<file path="src/rtl/logic_unit_pipe_if.sv">
// Operand/result handshake bundle for logic_unit_pipe.
// The slave side is the unit; the master side is the upstream/downstream pair.
interface logic_unit_pipe_if #(
  parameter int unsigned WIDTH = 16
);
  logic             in_valid;
  logic             in_ready;
  logic [WIDTH-1:0] x;
  logic [WIDTH-1:0] y;
  logic [2:0]       op;
  logic             acc_clr;
  logic             out_valid;
  logic             out_ready;
  logic [WIDTH-1:0] result;
  logic             zero;
  logic             parity;
  logic [WIDTH-1:0] acc;

  modport slave (
    input  in_valid, x, y, op, acc_clr, out_ready,
    output in_ready, out_valid, result, zero, parity, acc
  );

  modport master (
    output in_valid, x, y, op, acc_clr, out_ready,
    input  in_ready, out_valid, result, zero, parity, acc
  );
endinterface

</file>
<file path="src/rtl/logic_unit_pipe.sv">
// Two-stage pipelined bitwise logic unit with an in-order accumulator.
// S1 captures operands; S2 evaluates the op and registers result/zero/parity.
module logic_unit_pipe #(
  parameter int unsigned WIDTH = 16
) (
  input logic               clk,
  input logic               rst_n,
  logic_unit_pipe_if.slave  bus
);

  typedef enum logic [2:0] {
    OpAnd     = 3'b000,
    OpOr      = 3'b001,
    OpXor     = 3'b010,
    OpNor     = 3'b011,
    OpAndn    = 3'b100,
    OpAccOr   = 3'b101,
    OpAccXor  = 3'b110,
    OpAccLoad = 3'b111
  } op_e;

  // Stage 1 state
  logic             s1_valid_q, s1_valid_d;
  logic [WIDTH-1:0] s1_x_q, s1_x_d;
  logic [WIDTH-1:0] s1_y_q, s1_y_d;
  op_e              s1_op_q, s1_op_d;

  // Stage 2 state
  logic             s2_valid_q, s2_valid_d;
  logic [WIDTH-1:0] result_q, result_d;
  logic             zero_q, zero_d;
  logic             parity_q, parity_d;

  // Accumulator
  logic [WIDTH-1:0] acc_q, acc_d;

  // Handshake
  logic             s1_load;
  logic             s2_load;
  logic             in_ready;

  // Datapath
  logic [WIDTH-1:0] op_res;
  logic             op_is_acc;

  assign s2_load  = s1_valid_q && (!s2_valid_q || bus.out_ready);
  assign in_ready = !s1_valid_q || s2_load;
  assign s1_load  = bus.in_valid && in_ready;

  // The op sees acc_q as it stands before this edge, so back-to-back ACC ops chain in order.
  always_comb begin
    op_res    = '0;
    op_is_acc = 1'b0;
    unique case (s1_op_q)
      OpAnd:     op_res = s1_x_q & s1_y_q;
      OpOr:      op_res = s1_x_q | s1_y_q;
      OpXor:     op_res = s1_x_q ^ s1_y_q;
      OpNor:     op_res = ~(s1_x_q | s1_y_q);
      OpAndn:    op_res = s1_x_q & ~s1_y_q;
      OpAccOr: begin
        op_res    = acc_q | s1_y_q;
        op_is_acc = 1'b1;
      end
      OpAccXor: begin
        op_res    = acc_q ^ s1_y_q;
        op_is_acc = 1'b1;
      end
      OpAccLoad: begin
        op_res    = s1_x_q;
        op_is_acc = 1'b1;
      end
      default: begin
        op_res    = '0;
        op_is_acc = 1'b0;
      end
    endcase
  end

  always_comb begin
    s1_valid_d = s1_valid_q;
    s1_x_d     = s1_x_q;
    s1_y_d     = s1_y_q;
    s1_op_d    = s1_op_q;
    if (s1_load) begin
      s1_valid_d = 1'b1;
      s1_x_d     = bus.x;
      s1_y_d     = bus.y;
      s1_op_d    = op_e'(bus.op);
    end else if (s2_load) begin
      s1_valid_d = 1'b0;
    end
  end

  // Output registers only change on an S2 load, so they hold while stalled.
  always_comb begin
    s2_valid_d = s2_valid_q;
    result_d   = result_q;
    zero_d     = zero_q;
    parity_d   = parity_q;
    if (s2_load) begin
      s2_valid_d = 1'b1;
      result_d   = op_res;
      zero_d     = (op_res == '0);
      parity_d   = ^op_res;
    end else if (bus.out_ready) begin
      s2_valid_d = 1'b0;
    end
  end

  // Clear wins over an ACC op landing on the same edge; that op's result still used the old acc.
  always_comb begin
    acc_d = acc_q;
    if (bus.acc_clr) begin
      acc_d = '0;
    end else if (s2_load && op_is_acc) begin
      acc_d = op_res;
    end
  end

  always_ff @(posedge clk or negedge rst_n) begin
    if (!rst_n) begin
      s1_valid_q <= 1'b0;
      s1_x_q     <= '0;
      s1_y_q     <= '0;
      s1_op_q    <= OpAnd;
    end else begin
      s1_valid_q <= s1_valid_d;
      s1_x_q     <= s1_x_d;
      s1_y_q     <= s1_y_d;
      s1_op_q    <= s1_op_d;
    end
  end

  always_ff @(posedge clk or negedge rst_n) begin
    if (!rst_n) begin
      s2_valid_q <= 1'b0;
      result_q   <= '0;
      zero_q     <= 1'b1;
      parity_q   <= 1'b0;
    end else begin
      s2_valid_q <= s2_valid_d;
      result_q   <= result_d;
      zero_q     <= zero_d;
      parity_q   <= parity_d;
    end
  end

  always_ff @(posedge clk or negedge rst_n) begin
    if (!rst_n) begin
      acc_q <= '0;
    end else begin
      acc_q <= acc_d;
    end
  end

  assign bus.in_ready  = in_ready;
  assign bus.out_valid = s2_valid_q;
  assign bus.result    = result_q;
  assign bus.zero      = zero_q;
  assign bus.parity    = parity_q;
  assign bus.acc       = acc_q;

endmodule

</file>
<file path="src/flat_wrapper.sv">
// flat-port wrapper written by rule: the top's interface ports become plain ports
module logic_unit_pipe_flat 
#(
  parameter int unsigned WIDTH = 16
)
  (clk, rst_n, bus_in_valid, bus_x, bus_y, bus_op, bus_acc_clr, bus_out_ready, bus_in_ready, bus_out_valid, bus_result, bus_zero, bus_parity, bus_acc);
  logic_unit_pipe_if #(.WIDTH(WIDTH)) bus_i ();
  input logic clk;
  input logic rst_n;
  input wire logic [$bits(bus_i.in_valid)-1:0] bus_in_valid;
  input wire logic [$bits(bus_i.x)-1:0] bus_x;
  input wire logic [$bits(bus_i.y)-1:0] bus_y;
  input wire logic [$bits(bus_i.op)-1:0] bus_op;
  input wire logic [$bits(bus_i.acc_clr)-1:0] bus_acc_clr;
  input wire logic [$bits(bus_i.out_ready)-1:0] bus_out_ready;
  output wire logic [$bits(bus_i.in_ready)-1:0] bus_in_ready;
  output wire logic [$bits(bus_i.out_valid)-1:0] bus_out_valid;
  output wire logic [$bits(bus_i.result)-1:0] bus_result;
  output wire logic [$bits(bus_i.zero)-1:0] bus_zero;
  output wire logic [$bits(bus_i.parity)-1:0] bus_parity;
  output wire logic [$bits(bus_i.acc)-1:0] bus_acc;
  assign bus_i.in_valid = bus_in_valid;
  assign bus_i.x = bus_x;
  assign bus_i.y = bus_y;
  assign bus_i.op = bus_op;
  assign bus_i.acc_clr = bus_acc_clr;
  assign bus_i.out_ready = bus_out_ready;
  assign bus_in_ready = bus_i.in_ready;
  assign bus_out_valid = bus_i.out_valid;
  assign bus_result = bus_i.result;
  assign bus_zero = bus_i.zero;
  assign bus_parity = bus_i.parity;
  assign bus_acc = bus_i.acc;
  logic_unit_pipe #(.WIDTH(WIDTH)) u_core (.clk(clk), .rst_n(rst_n), .bus(bus_i));
endmodule
</file>
<file path="config.mk">
export PLATFORM = sky130hd
export DESIGN_NAME = logic_unit_pipe_flat
export DESIGN_NICKNAME = d
export VERILOG_FILES = /design/src/rtl/logic_unit_pipe_if.sv /design/src/rtl/logic_unit_pipe.sv /design/src/flat_wrapper.sv
export SDC_FILE = /design/constraint.sdc
export NUM_CORES = 1
export LEC_CHECK = 0
export ABC_AREA = 0
export CAP_MARGIN = 10
export CORE_UTILIZATION = 48
export CTS_CLUSTER_DIAMETER = 100
export CTS_CLUSTER_SIZE = 14
export DETAILED_ROUTE_END_ITERATION = 16
export PLACE_DENSITY_LB_ADDON = 0.25
export SYNTH_ARGS = -nofsm -noshare
export SYNTH_HDL_FRONTEND = slang
export SYNTH_SLANG_ARGS = --single-unit
</file>
<file path="constraint.sdc">
create_clock -name clk -period 2.2 [get_ports clk]
set_clock_uncertainty 0.1 [all_clocks]
set_input_delay 0.22 -clock clk [delete_from_list [all_inputs] [get_ports clk]]
set_output_delay 0.22 -clock clk [all_outputs]
set_load 0.02 [all_outputs]
</file>
# Yosys cells after proc, flatten, opt, wreduce, memory -nomap -nowiden
# Cells that the tools add are included.
[totals] regBits=71 input_bits=40 out_inout_bits=36 word_cells=46
[op_classes] n_eq_ne=7 n_mux=8 bitwise=8 reduce_logical=14
[ops] cell="16-bit case mux with 8 select lines" n=1
[ops] cell="16-bit AND" n=2
[ops] cell="16-bit two-way mux" n=2
[ops] cell="16-bit NOT" n=2
[ops] cell="16-bit OR" n=2
[ops] cell="16-bit XOR" n=2
[ops] cell="16-bit logical NOT" n=1
[ops] cell="16-bit parity" n=1
[ops] cell="3-bit equality test (second input constant)" n=4
[ops] cell="3-bit by 2-bit equality test with 1-bit output (second input constant)" n=2
[ops] cell="2-bit nonzero test" n=3
[ops] cell="1-bit two-way mux" n=5
[ops] cell="3-bit by 1-bit equality test with 1-bit output (second input constant)" n=1
[ops] cell="1-bit logical AND" n=3
[ops] cell="3-bit logical NOT" n=1
[ops] cell="3-bit OR reduction" n=1
[ops] cell="1-bit logical NOT" n=2
[ops] cell="1-bit logical OR" n=2

# Logic depth before layout (Yosys ltp)
# Gate-level depths: netlist of run 1.
[logic_depth] word_depth=6 ltp_mapped=11 depth_no_buf=9

# Worst setup path after synthesis of run 1
# Ideal clock, no wire load.
[synth_path] kind="flip-flop to flip-flop" from="register u_core.s1_op_q[0]" to="register u_core.parity_q, in the netlist u_core.bus.parity" setup_time_ps=136 t_arrival_ps=2009 required_time_ps=1964 setup_slack_ps=-45 stages_incl_launch_ff=10 path_buffers=2 period_less_slack_ps=2245 cell_sequence="dfrtp_1 -> buf_2 -> buf_2 -> maj3_1 -> o32a_2 -> xor2_1 -> xnor2_1 -> xnor2_1 -> xnor2_1 -> o21ai_1"
[synth_via] elab_chain_len=3 word_cells_on_any_way=10 classes_between="eq/ne: 7; mux: 1; reduce/logical: 2"
[synth_lines] element="start: declaration" line_no="logic_unit_pipe.sv:26" text="op_e s1_op_q, s1_op_d;"
[synth_lines] element="start signal: assignment" line_no="logic_unit_pipe.sv:125" text="s1_op_q <= OpAnd;"
[synth_lines] element="start signal: assignment" line_no="logic_unit_pipe.sv:130" text="s1_op_q <= s1_op_d;"
[synth_lines] element="3-bit equality test (tied with other cells)" line_no="logic_unit_pipe.sv:54" text="unique case (s1_op_q)"
[synth_lines] element="16-bit case mux with 8 select lines (*)" line_no="logic_unit_pipe.sv:54"
[synth_lines] element="16-bit parity (*)" line_no="logic_unit_pipe.sv:104" text="parity_d = ^op_res;"
[synth_lines] element="end signal: assignment" line_no="logic_unit_pipe.sv:144" text="parity_q <= parity_d;"
[synth_lines] element="end: declaration" line_no="logic_unit_pipe.sv:32" text="logic parity_q, parity_d;"
# Mark *: on every way between the ends. The rest lies on a longest branch, timed or not.
# A chain may end at the register's enable or synchronous reset.

# Worst setup path in the final report of run 1
[layout_path] from="register u_core.s1_op_q[2]" to="register u_core.parity_q, in the netlist u_core.bus.parity"
# Same word-level chain as after synthesis.

==> results of run 1 <==
==> cells in the final DEF, fill, tap and decap left out, types with 6 or more instances in the layout <==
cell type                         instances
sky130_fd_sc_hd__mux2i_1                 11
sky130_fd_sc_hd__a31oi_1                  9
sky130_fd_sc_hd__o21ai_0                 11
sky130_fd_sc_hd__a31oi_4                  6
sky130_fd_sc_hd__buf_12                   8
sky130_fd_sc_hd__clkdlybuf4s50_1         74
sky130_fd_sc_hd__xnor2_1                 20
sky130_fd_sc_hd__a21oi_1                 30
sky130_fd_sc_hd__nor3_1                  15
sky130_fd_sc_hd__and2_1                   8
sky130_fd_sc_hd__nor3b_1                 14
sky130_fd_sc_hd__o221a_2                  7
sky130_fd_sc_hd__dfrtp_1                 69
sky130_fd_sc_hd__xor2_1                  10
sky130_fd_sc_hd__clkbuf_8                10
sky130_fd_sc_hd__buf_4                   56
sky130_fd_sc_hd__mux2_2                  51
sky130_fd_sc_hd__nor2_1                  19
sky130_fd_sc_hd__nand2_1                 11
sky130_fd_sc_hd__o21ai_1                  6
sky130_fd_sc_hd__a22o_1                  16
==> power by group through the flow <==
stage / Clock [mW] / Combinational, mW / Sequential [mW]
2_1_floorplan: 0 / 1.52 / 2.01
3_3_place_gp: 0 / 2.65 / 1.83
3_5_place_dp: 0 / 2.73 / 1.84
4_1_cts: 1.06 / 2.81 / 1.82
5_1_grt: 1.10 / 3.10 / 1.87
6_report: 1.04 / 2.90 / 1.83
==> layout make-up <==
cell class	instances	area, um2
fill	652	2669
multi-input combinational	293	2456
sequential	71	1779
timing repair buffer	145	1435
clock buffer	13	148.9
tap	108	135.1
clock inverter	3	43.79
inverter	3	11.26
==> logic make-up (layout without fill, tap and decap cells) <==
logic type      after synthesis  count (layout)  share of synthesized area, %
simple gates                 87              87                         11.08
buf+inv                      33             164                         4.566
mux                          67              67                         17.07
xor+xnor                     31              31                         6.312
compound gates              101             101                         17.95
flops                        71              71                         41.33
fa+ha+maj                     7               7                         1.687
==> flip-flops by register name, indices dropped and copies added, names as in the netlist <==
register / flops
u_core.bus.parity: 1
u_core.bus.result: 16
u_core.s1_op_q: 3
u_core.bus.acc: 16
u_core.s1_x_q: 16
u_core.bus.out_valid: 1
u_core.bus.zero: 1
u_core.s1_y_q: 16
u_core.s1_valid_q: 1
==> path summary, 6_finish.rpt <==
kind / startpoint / to / slack [ps]
hold / removal: rst_n / u_core.bus.out_valid / 310
setup reg to reg: u_core.s1_op_q[2] / u_core.bus.parity / -270
max in group asynchronous: rst_n / u_core.s1_op_q[2] / 940
hold reg to reg: u_core.s1_valid_q / u_core.bus.out_valid / 390
min in group clk: bus_in_valid / u_core.s1_valid_q / 370
setup / recovery: u_core.s1_op_q[2] / u_core.bus.parity / -270
==> cell usage after synthesis (7+ instances only) <==
library cell / number / share of area, %
sky130_fd_sc_hd__xnor2_1: 21 / 4.3
sky130_fd_sc_hd__buf_2: 11 / 1.3
sky130_fd_sc_hd__nor2_1: 19 / 1.7
sky130_fd_sc_hd__a31oi_1: 10 / 1.5
sky130_fd_sc_hd__clkbuf_1: 12 / 1.0
sky130_fd_sc_hd__nand2_1: 11 / 0.96
sky130_fd_sc_hd__xor2_1: 10 / 2.0
sky130_fd_sc_hd__mux2_2: 51 / 13
sky130_fd_sc_hd__mux2i_1: 16 / 3.7
sky130_fd_sc_hd__and2_1: 8 / 1.2
sky130_fd_sc_hd__o221a_2: 7 / 1.8
sky130_fd_sc_hd__dfrtp_1: 70 / 41
sky130_fd_sc_hd__o21ai_0: 16 / 1.9
sky130_fd_sc_hd__nor3b_1: 14 / 2.4
sky130_fd_sc_hd__a22o_1: 16 / 3.3
sky130_fd_sc_hd__a21oi_1: 30 / 3.5
sky130_fd_sc_hd__nor3_1: 16 / 1.9
==> worst max-delay path: stages (launching register included) <==
cell and delay, ps:
sky130_fd_sc_hd__dfrtp_2 420, sky130_fd_sc_hd__buf_2 190, sky130_fd_sc_hd__and2b_1 190, sky130_fd_sc_hd__maj3_1 360, sky130_fd_sc_hd__o32a_4 350, sky130_fd_sc_hd__xor2_1 160
sky130_fd_sc_hd__xnor2_1 200, sky130_fd_sc_hd__xnor2_1 170, sky130_fd_sc_hd__xnor2_1 140, sky130_fd_sc_hd__o21ai_1 70
==> per-layer routing <==
layer  vias up  GRT usage, %  routed length (um)
li1       1731             -                   -
met1      1753         34.15                5204
met2       108         34.78                4836
met3        13         3.035                 549
met4         0         6.889                 128
met5         -             0                   0
==> repair_timing <==
item                                    4_1_cts  5_1_grt
resized for setup                             8       16
endpoints found under the hold margin        24        0
endpoints found under the setup margin        2        2
pin swaps                                     5        4
hold buffers                                  1        0
buffers inserted                              3        4
gates cloned                                  1        2
==> results.md, run 1 <==
* CP startpoint kind: flip-flop
* Final non-filler cell total at 636
* Clock share of power at between 10% and 20%
* Wire length of the first global-routing pass at 17190 um
* Critical path peak fanout at 5
* Post-Route WL at 10720 um
* Setup repair after global routing missed its margin: true
* Unique cell type count in the Yosys netlist at 45
* Synthesized instance count at between 300 and 400
* Number of buffers created by CTS at 9
* TritonCTS clock tree: yes
* CTS sink count at 71
* Number of antenna violations at the first check in global routing at 0
* Source-to-sink clock delay at the later pin of the worst-skew pair at 350 ps
* Cell Area, Synth at 4302 um2
* Antenna Diode Count at 0
* Width of the chip at 96.67 um
* Data required time of the critical path at 2330 ps
* Number of maximum-capacitance constraint violations at 0
* Die Ht at 96.67 um
* Part of the Yosys area used for sequential elements at about two fifths
* Drc violations at 0
* Register-to-Register Path Depth at 9
* Critical path arrival at about 2600 ps
* Detail-routed net length per standard cell at 16.85 um
* Critical path type: reg -> reg
* All-layer global routing usage at 22.92%
* Final critical path time including I/O delays and setup at 2470 ps
* Period utilisation layout at 112.3%
* Hold Slack at approximately 310 ps
* Tot Pwr at 5.767 mW
* Final Instance Area at 6010 um2
* Net switching fraction of the power at 35.56%
* Core area at 8678 um2
* Tightest slew margin relative to the limit at 60.52%
* Placer congestion estimate at just under 0.8
* Final Hold Viols at 0
* Max clock buf depth at 2
* Async set-or-reset flop fraction in the synthesized netlist at 100.0%
* Standard cell area after detailed placement at 5575 um2
* Result of the run: finished with violations
* Hold/Removal Path Class: in -> async
* Sum of overflow across all layers after global routing at 0
* Post-synthesis area per instance at between 10 and 15 um2
* Layout net count at 563
* Switching Power at 2.051 mW
* Pre-CTS setup slack at -238.1 ps
* DP Wirelength at 7699 um
* Initial core utilization at 49.57%
* Total of flip-flops plus latches after synthesis at 71
* Number of global-route vias before repair at approximately 3400
* Final Max Slew Viols at 0
* Worst Setup Slack, final at -270.0 ps
* Combinational share of power at just over 50%
* Port bufs at 75
* Pre-antenna DRT Iters at 4
* Number of DRC violations after detailed-routing iteration 0 at 231
* EDFF count, synth at 0
* Number of rows created at floorplan at 34
* Die area at 9344 um2
* Total number of vias at 3605
* Area added between synthesis and finish at 39.70%
* Placed cell count at between 600 and 700
* Fraction of power consumed by sequential logic at between 30% and 40%
* Actual slew at the worst max-slew pin at 592.3 ps
* Worst vdd rail ir drop at 0.0004830 V
* Count of nets left with antenna violations after detail routing at 0
* Layout cell share with drive strength beyond 1 at 32.01%
* Violations in the final reports: setup timing
* Total negative slack at -466.0 ps
* Cell Pwr Density at 959.7 nW/um2
* Root cell of the clock tree: sky130_fd_sc_hd__clkbuf_8
* Pin count of the biggest net entering global routing at 36
* Final Setup Violations at 2
* Final Util at 69.25%
* CP Capture Type: flip-flop
* Number of warning messages in the yosys log at 0
* CTS H-tree depth at 3
* Power Internal at 3.716 mW
* Drt via density at 5.668
* Synthesized Nets at 437
* Maximum frequency from static timing analysis at roughly 0.4 GHz
* Top_reg_cell synth: sky130_fd_sc_hd__dfrtp_1
* Total I/O pin count at 76
* Leakage power at 2.431 nW
* Clock transition at the registers of the reported paths at 70 ps
(Power assumes the default switching activity.)
==> inputs of run 2 (changes only) <==
- SETUP_SLACK_MARGIN: default -> 0.1
==> run 2 against run 1 <==
The run still ends with setup timing left. Power down 3.2%. Cell area down 2.2%. Critical path depth unchanged. Critical path type unchanged. Critical endpoint is now u_core.bus.zero. Largest cell class unchanged. Highest routed layer unchanged.
==> results.md, run 2 (same netlist as run 1, synthesis figures left out) <==
* Total negative slack at -425.8 ps (+40.23 ps)
* GR met2 Demand/Resource at 35.21% (+0.43 points)
* Number of buffers created by CTS at 9 (unchanged)
* Root cell of the clock tree: sky130_fd_sc_hd__clkbuf_8
* Initial core utilization at 49.57% (unchanged)
* Number of antenna violations at the first check in global routing at 0 (unchanged)
* All-layer global routing usage at 23.18% (+0.27 points)
* Actual slew at the worst max-slew pin at 628.6 ps (+36.33 ps)
* Most common cell after layout, fill and taps aside: sky130_fd_sc_hd__clkdlybuf4s50_1
* Source-to-sink clock delay at the later pin of the worst-skew pair at 360 ps (about the same)
* Drt via density at 5.690 (+0.39%)
* Data required time of the critical path at 2400 ps (+70 ps)
* Violations in the final reports: setup timing
* Busiest grt layer: met2
* Setup repair after global routing missed its margin: true
* Core area at 8678 um2 (unchanged)
* Hold/Removal Path Class: in -> async
* Clock transition at the registers of the reported paths at 90 ps (+20 ps)
* Layout cell share with drive strength beyond 1 at 31.81% (-0.20 points)
* Total I/O pin count at 76 (unchanged)
* Placer congestion estimate at 0.8446 (+6.8%)
* Leakage power at 2.358 nW (-3.0%)
* Antenna Diode Count at 0 (unchanged)
* Area added between synthesis and finish at 36.59%
* Sum of overflow across all layers after global routing at 0 (unchanged)
* Detail-routed net length per standard cell at 16.58 um (-1.6%)
* Worst Setup Slack, final at -238.6 ps (+31.48 ps)
* Hold Slack at 91.01 ps (-215.2 ps)
* DP Wirelength at 7804 um (+1.4%)
* TritonCTS clock tree: yes
* Number of rows created at floorplan at 34 (unchanged)
* Number of maximum-capacitance constraint violations at 0 (unchanged)
* Maximum frequency from static timing analysis at 0.4101 GHz (+1.3%)
* Worst vdd rail ir drop at 0.0004602 V (-4.7%)
* Result of the run: finished with violations
* CP startpoint kind: flip-flop
* Total number of vias at 3602 (-0.083%)
* Critical path peak fanout at 31 (+26)
* Final Setup Violations at 2 (unchanged)
* Final critical path time including I/O delays and setup at 2439 ps (-31.48 ps)
* Max clock buf depth at 2 (unchanged)
* Critical path arrival at 2630 ps (+30 ps)
* Pre-CTS setup slack at -292.9 ps (-54.76 ps)
* CTS H-tree depth at 3 (unchanged)
* Fraction of met3 tracks used by global routing at 3.468% (+0.43 points)
* Pin count of the biggest net entering global routing at 36 (unchanged)
* Critical path type: reg -> reg
* Wire length of the first global-routing pass at 17430 um (+1.4%)
* Port bufs at 75 (unchanged)
* Number of DRC violations after detailed-routing iteration 0 at 196 (-15%)
* Pre-antenna DRT Iters at 5 (+1)
* Die area at 9344 um2 (unchanged)
* Final Hold Viols at 0 (unchanged)
* Leading cell types in the layout, fill and taps excluded: sky130_fd_sc_hd__clkdlybuf4s50_1, sky130_fd_sc_hd__dfrtp_1, sky130_fd_sc_hd__buf_4
* Grt met1 use at 33.57% (-0.58 points)
* Cell Pwr Density at 949.9 nW/um2 (-1.0%)
* Period utilisation layout at 110.8% (-1.4 points)
* Count of nets left with antenna violations after detail routing at 0 (unchanged)
* Layout net count at 560 (-0.53%)
* Tightest slew margin relative to the limit at 58.05% (-2.5 points)
* Die Ht at 96.67 um (unchanged)
* Final Max Slew Viols at 0 (unchanged)
* CTS sink count at 71 (unchanged)
* Drc violations at 0 (unchanged)
* Post-Route WL at 10490 um (-2.1%)
* Number of global-route vias before repair at 3535 (+5.0%)
* Final Util at 67.70% (-1.5 points)
* CP Capture Type: flip-flop
* Width of the chip at 96.67 um (unchanged)
run 2: timing repair:
action	in CTS	in global routing
cloned	1	0
resized for setup	14	5
buffers inserted	3	0
hold endpoints to repair	70	0
endpoints found under the setup margin	18	2
pin swaps	1	3
hold buffers	1	0
run 2: power breakdown:
part	total [mW]	switching, mW	leakage (nW)	internal [mW]
Sequential	1.83	0.255	0.857	1.57
Combinational	2.82	1.30	1.43	1.52
Clock	0.930	0.518	0.0747	0.412
Total	5.58	2.08	2.36	3.50
run 2: area by class of cell:
class / instances / area, um2
fill: 687 / 2803
multi-input combinational: 293 / 2455
sequential: 71 / 1780
inverter: 3 / 11.26
clock buffer: 10 / 127.6
timing repair buffer: 142 / 1319
tap: 108 / 135.1
clock inverter: 6 / 47.55
run 2: routing by layer:
metal	part of all wire [%]	vias to the layer above
met5	0	-
met2	45	115
li1	-	1712
met1	49	1761
met3	4.7	14
met4	1.4	0
run 2: final timing paths:
kind / start / end / slack [ps] / cells after the start
max: u_core.s1_op_q[2] / u_core.bus.zero / -240 / 9
min: rst_n / u_core.bus.result[0] / 90 / 2
max reg2reg: u_core.s1_op_q[2] / u_core.bus.zero / -240 / 9
min reg2reg: u_core.s1_valid_q / u_core.bus.out_valid / 400 / 1
max in group asynchronous: rst_n / u_core.s1_op_q[2] / 1220 / 3
min in group clk: bus_y[3] / u_core.s1_y_q[3] / 360 / 2
run 2: stage by stage:
stage / power, mW / cell area, um2 / std cells
6_report: 5.582 / 5876 / 633
2_1_floorplan: 3.548 / 4380 / 397
3_5_place_dp: 4.585 / 5589 / 612
3_3_place_gp: 4.487 / 5589 / 612
5_1_grt: 5.898 / 5876 / 633
4_1_cts: 5.570 / 5852 / 633
run 2: worst max-delay path, cell delays in order, from the launching register on:
cell and delay (ps):
sky130_fd_sc_hd__dfrtp_2 450, sky130_fd_sc_hd__buf_12 210, sky130_fd_sc_hd__nor2b_1 70, sky130_fd_sc_hd__maj3_2 300
sky130_fd_sc_hd__o32a_1 320, sky130_fd_sc_hd__buf_4 160, sky130_fd_sc_hd__nor4_4 260, sky130_fd_sc_hd__nand4_1 170
sky130_fd_sc_hd__nor4_2 220, sky130_fd_sc_hd__a21o_1 120
==> inputs of run 3 (changes only) <==
- CORE_UTILIZATION: 48 -> 40
- RECOVER_POWER: default -> 25
==> run 3 against run 2 <==
The run still ends with setup timing left. Worst setup slack better by 81 ps. Final cell count rose by 5.2%. Sequential power about the same. Cell area up 2.1%. Via count grew 0.83%. Critical path depth did not move. Combinational power grew 4%. Sequential share of layout area down 0.61 points. Die area grew 20%. Non-clock buffer count increased by 7. Power rose by 1.5%. Register-to-register slack gained 80 ps. Largest power group unchanged.
==> results.md, run 3 (same netlist as run 1, synthesis figures left out) <==
* Clock transition at the registers of the reported paths at 70 ps (-20 ps)
* Number of maximum-capacitance constraint violations at 0 (unchanged)
* Critical path type: reg -> reg
* Fraction of power consumed by sequential logic at 32.3% (-0.5 points)
* Count of nets left with antenna violations after detail routing at 0 (unchanged)
* CTS H-tree depth at 3 (unchanged)
* All-layer global routing usage at 20.39% (-2.8 points)
* Layout cell share with drive strength beyond 1 at 33.77% (+2.0 points)
* Total negative slack at -256.3 ps (+169.4 ps)
* CTS sink count at 71 (unchanged)
* Combinational share of power at 51.6% (+1.0 points)
* Placed cell count at 641 (+4.7%)
* Placer congestion estimate at 0.8226 (-2.6%)
* Leakage power at 2.413 nW (+2.3%)
* Result of the run: finished with violations
* Number of rows created at floorplan at 37 (+8.8%)
* Total of fill cells in the finished design at 908 (+32%)
* Actual slew at the worst max-slew pin at 957.6 ps (+329.0 ps)
* Layout net count at 567 (+1.3%)
* Area added between synthesis and finish at 39.41%
* Core area at 10370 um2 (+19%)
* Worst Setup Slack, final at -157.6 ps (+80.99 ps)
* Total I/O pin count at 76 (unchanged)
* Power Internal at 3.626 mW (+3.5%)
* Pin count of the biggest net entering global routing at 72 (+100%)
* CP Capture Type: flip-flop
* Leading cell types in the layout, fill and taps excluded: sky130_fd_sc_hd__clkdlybuf4s50_1, sky130_fd_sc_hd__dfrtp_1, sky130_fd_sc_hd__buf_4
* Die area at 11170 um2 (+20%)
* Hold Slack at 366.2 ps (+275.2 ps)
* Most common cell after layout, fill and taps aside: sky130_fd_sc_hd__clkdlybuf4s50_1
* Clock share of power at 16.2% (-0.5 points)
* Worst vdd rail ir drop at 0.0003666 V (-20%)
* Sum of overflow across all layers after global routing at 0 (unchanged)
* Root cell of the clock tree: sky130_fd_sc_hd__clkbuf_8
* Cell Pwr Density at 945.1 nW/um2 (-0.51%)
* Violations in the final reports: setup timing
* Maximum frequency from static timing analysis at 0.4242 GHz (+3.4%)
* Final critical path time including I/O delays and setup at 2358 ps (-80.99 ps)
* Final Max Slew Viols at 0 (unchanged)
* Number of antenna violations at the first check in global routing at 0 (unchanged)
* Die Ht at 105.7 um (+9.3%)
* Detail-routed net length per standard cell at 16.37 um (-1.3%)
* TritonCTS clock tree: yes
* Drc violations at 0 (unchanged)
* Register-to-Register Path Depth at 9 (unchanged)
* Initial core utilization at 41.48% (-8.1 points)
* Port bufs at 75 (unchanged)
* Number of global-route vias before repair at 3586 (+1.4%)
* Drt via density at 5.453 (-4.2%)
* Hold/Removal Path Class: in -> reg
* Critical path peak fanout at 5 (-84%)
* Data required time of the critical path at 2340 ps (-60 ps)
* Critical path arrival at 2500 ps (-130 ps)
* Wire length of the first global-routing pass at 17850 um (+2.4%)
* CP startpoint kind: flip-flop
* Total number of vias at 3632 (+0.83%)
* Final Setup Violations at 2 (unchanged)
* Pre-antenna DRT Iters at 4 (-1)
* Source-to-sink clock delay at the later pin of the worst-skew pair at 360 ps (about the same)
* Post-Route WL at 10900 um (+3.9%)
* Antenna Diode Count at 0 (unchanged)
* Period utilisation layout at 107.2% (-3.7 points)
* Worst setup path startpoint: u_core.s1_op_q[2]
* DP Wirelength at 7863 um (+0.76%)
* End point of the critical path: u_core.bus.parity
* Worst R2R End: u_core.bus.parity
* RR Startpoint: u_core.s1_op_q[2]
* R2R Setup Slk at -160 ps (+80 ps)
* Net switching fraction of the power at 36.03% (-1.2 points)
* Number of DRC violations after detailed-routing iteration 0 at 194 (-1.0%)
* Final Hold Viols at 0 (unchanged)
* Setup repair after global routing missed its margin: true
* Final Util at 57.83% (-9.9 points)
* Number of buffers created by CTS at 9 (unchanged)
* Width of the chip at 105.7 um (+9.3%)
* Final non-filler cell total at 666 (+5.2%)
* Switching Power at 2.042 mW (-1.7%)
* Tot Pwr at 5.668 mW (+1.5%)
* Tightest slew margin relative to the limit at 35.81% (-22 points)
* Max clock buf depth at 2 (unchanged)
## run 3: cell types whose count changed in the layout (fill, tap and decap cells not counted), sizes merged
cell,before,now
buf,67,73
clkbuf,10,14
clkinvlp,4,0
clkinv,2,1
## run 3: worst min path at each step
stage	from	to	slack (ps)	cells after the start
4_1_cts	rst_n	u_core.s1_y_q[15]	330	3
3_3_place_gp	rst_n	u_core.s1_y_q[1]	170	2
6_report	bus_in_valid	u_core.s1_valid_q	370	2
2_1_floorplan	rst_n	u_core.bus.acc[0]	-180	0
3_5_place_dp	rst_n	u_core.s1_y_q[15]	180	2
5_1_grt	bus_x[10]	u_core.s1_x_q[10]	370	2
## run 3: worst max-delay path: stages, from the launching register on
cell,delay [ps]
sky130_fd_sc_hd__dfrtp_2,400
sky130_fd_sc_hd__buf_6,130
sky130_fd_sc_hd__and2b_1,180
sky130_fd_sc_hd__maj3_2,300
sky130_fd_sc_hd__o32a_4,390
sky130_fd_sc_hd__xor2_2,190
sky130_fd_sc_hd__xnor2_1,190
sky130_fd_sc_hd__xnor2_1,160
sky130_fd_sc_hd__xnor2_1,140
sky130_fd_sc_hd__o21ai_1,70
## run 3: through the flow
step           cell area, um2  worst slack, ps
2_1_floorplan            4380           -15.28
3_3_place_gp             5632           -177.4
3_5_place_dp             5632           -203.9
4_1_cts                  5919           -137.8
5_1_grt                  5997           -279.6
6_report                 5997           -157.6
## run 3: what timing repair did
action,CTS,global route
endpoints found under the hold margin,70,0
cloned,2,0
pin swaps,9,6
resized for setup,16,19
setup buffers,5,3
endpoints found under the setup margin,18,21
hold buffers,1,0
## run 3: power groups by stage
| stage | clock network [mW] | logic, mW | registers (mW) |
|---|---|---|---|
| after floorplan | 0 | 1.54 | 2.01 |
| after global placement | 0 | 2.68 | 1.83 |
| after detailed placement | 0 | 2.74 | 1.84 |
| after CTS | 0.935 | 2.84 | 1.82 |
| after global routing | 0.994 | 3.13 | 1.87 |
| final | 0.916 | 2.92 | 1.83 |
## run 3: cell type report
| cell class | count | area [um2] | share of cell area [%] |
|---|---|---|---|
| multi-input cells | 293 | 2485 | 41.44 |
| flip-flops and latches | 71 | 1780 | 29.69 |
| repair buffers | 149 | 1386 | 23.12 |
| well taps | 136 | 170.2 | 2.837 |
| clock buffers | 13 | 158.9 | 2.650 |
| inverters | 3 | 11.26 | 0.1878 |
| clock inverters | 1 | 5.005 | 0.08346 |
## run 3: layer usage
metal,global-route usage (%),vias to the layer above,part of all wire [%]
met2,32.07,87,47
li1,-,1733,-
met3,3.092,12,4.3
met4,7.837,0,1.2
met5,0,-,0
met1,28.22,1800,47
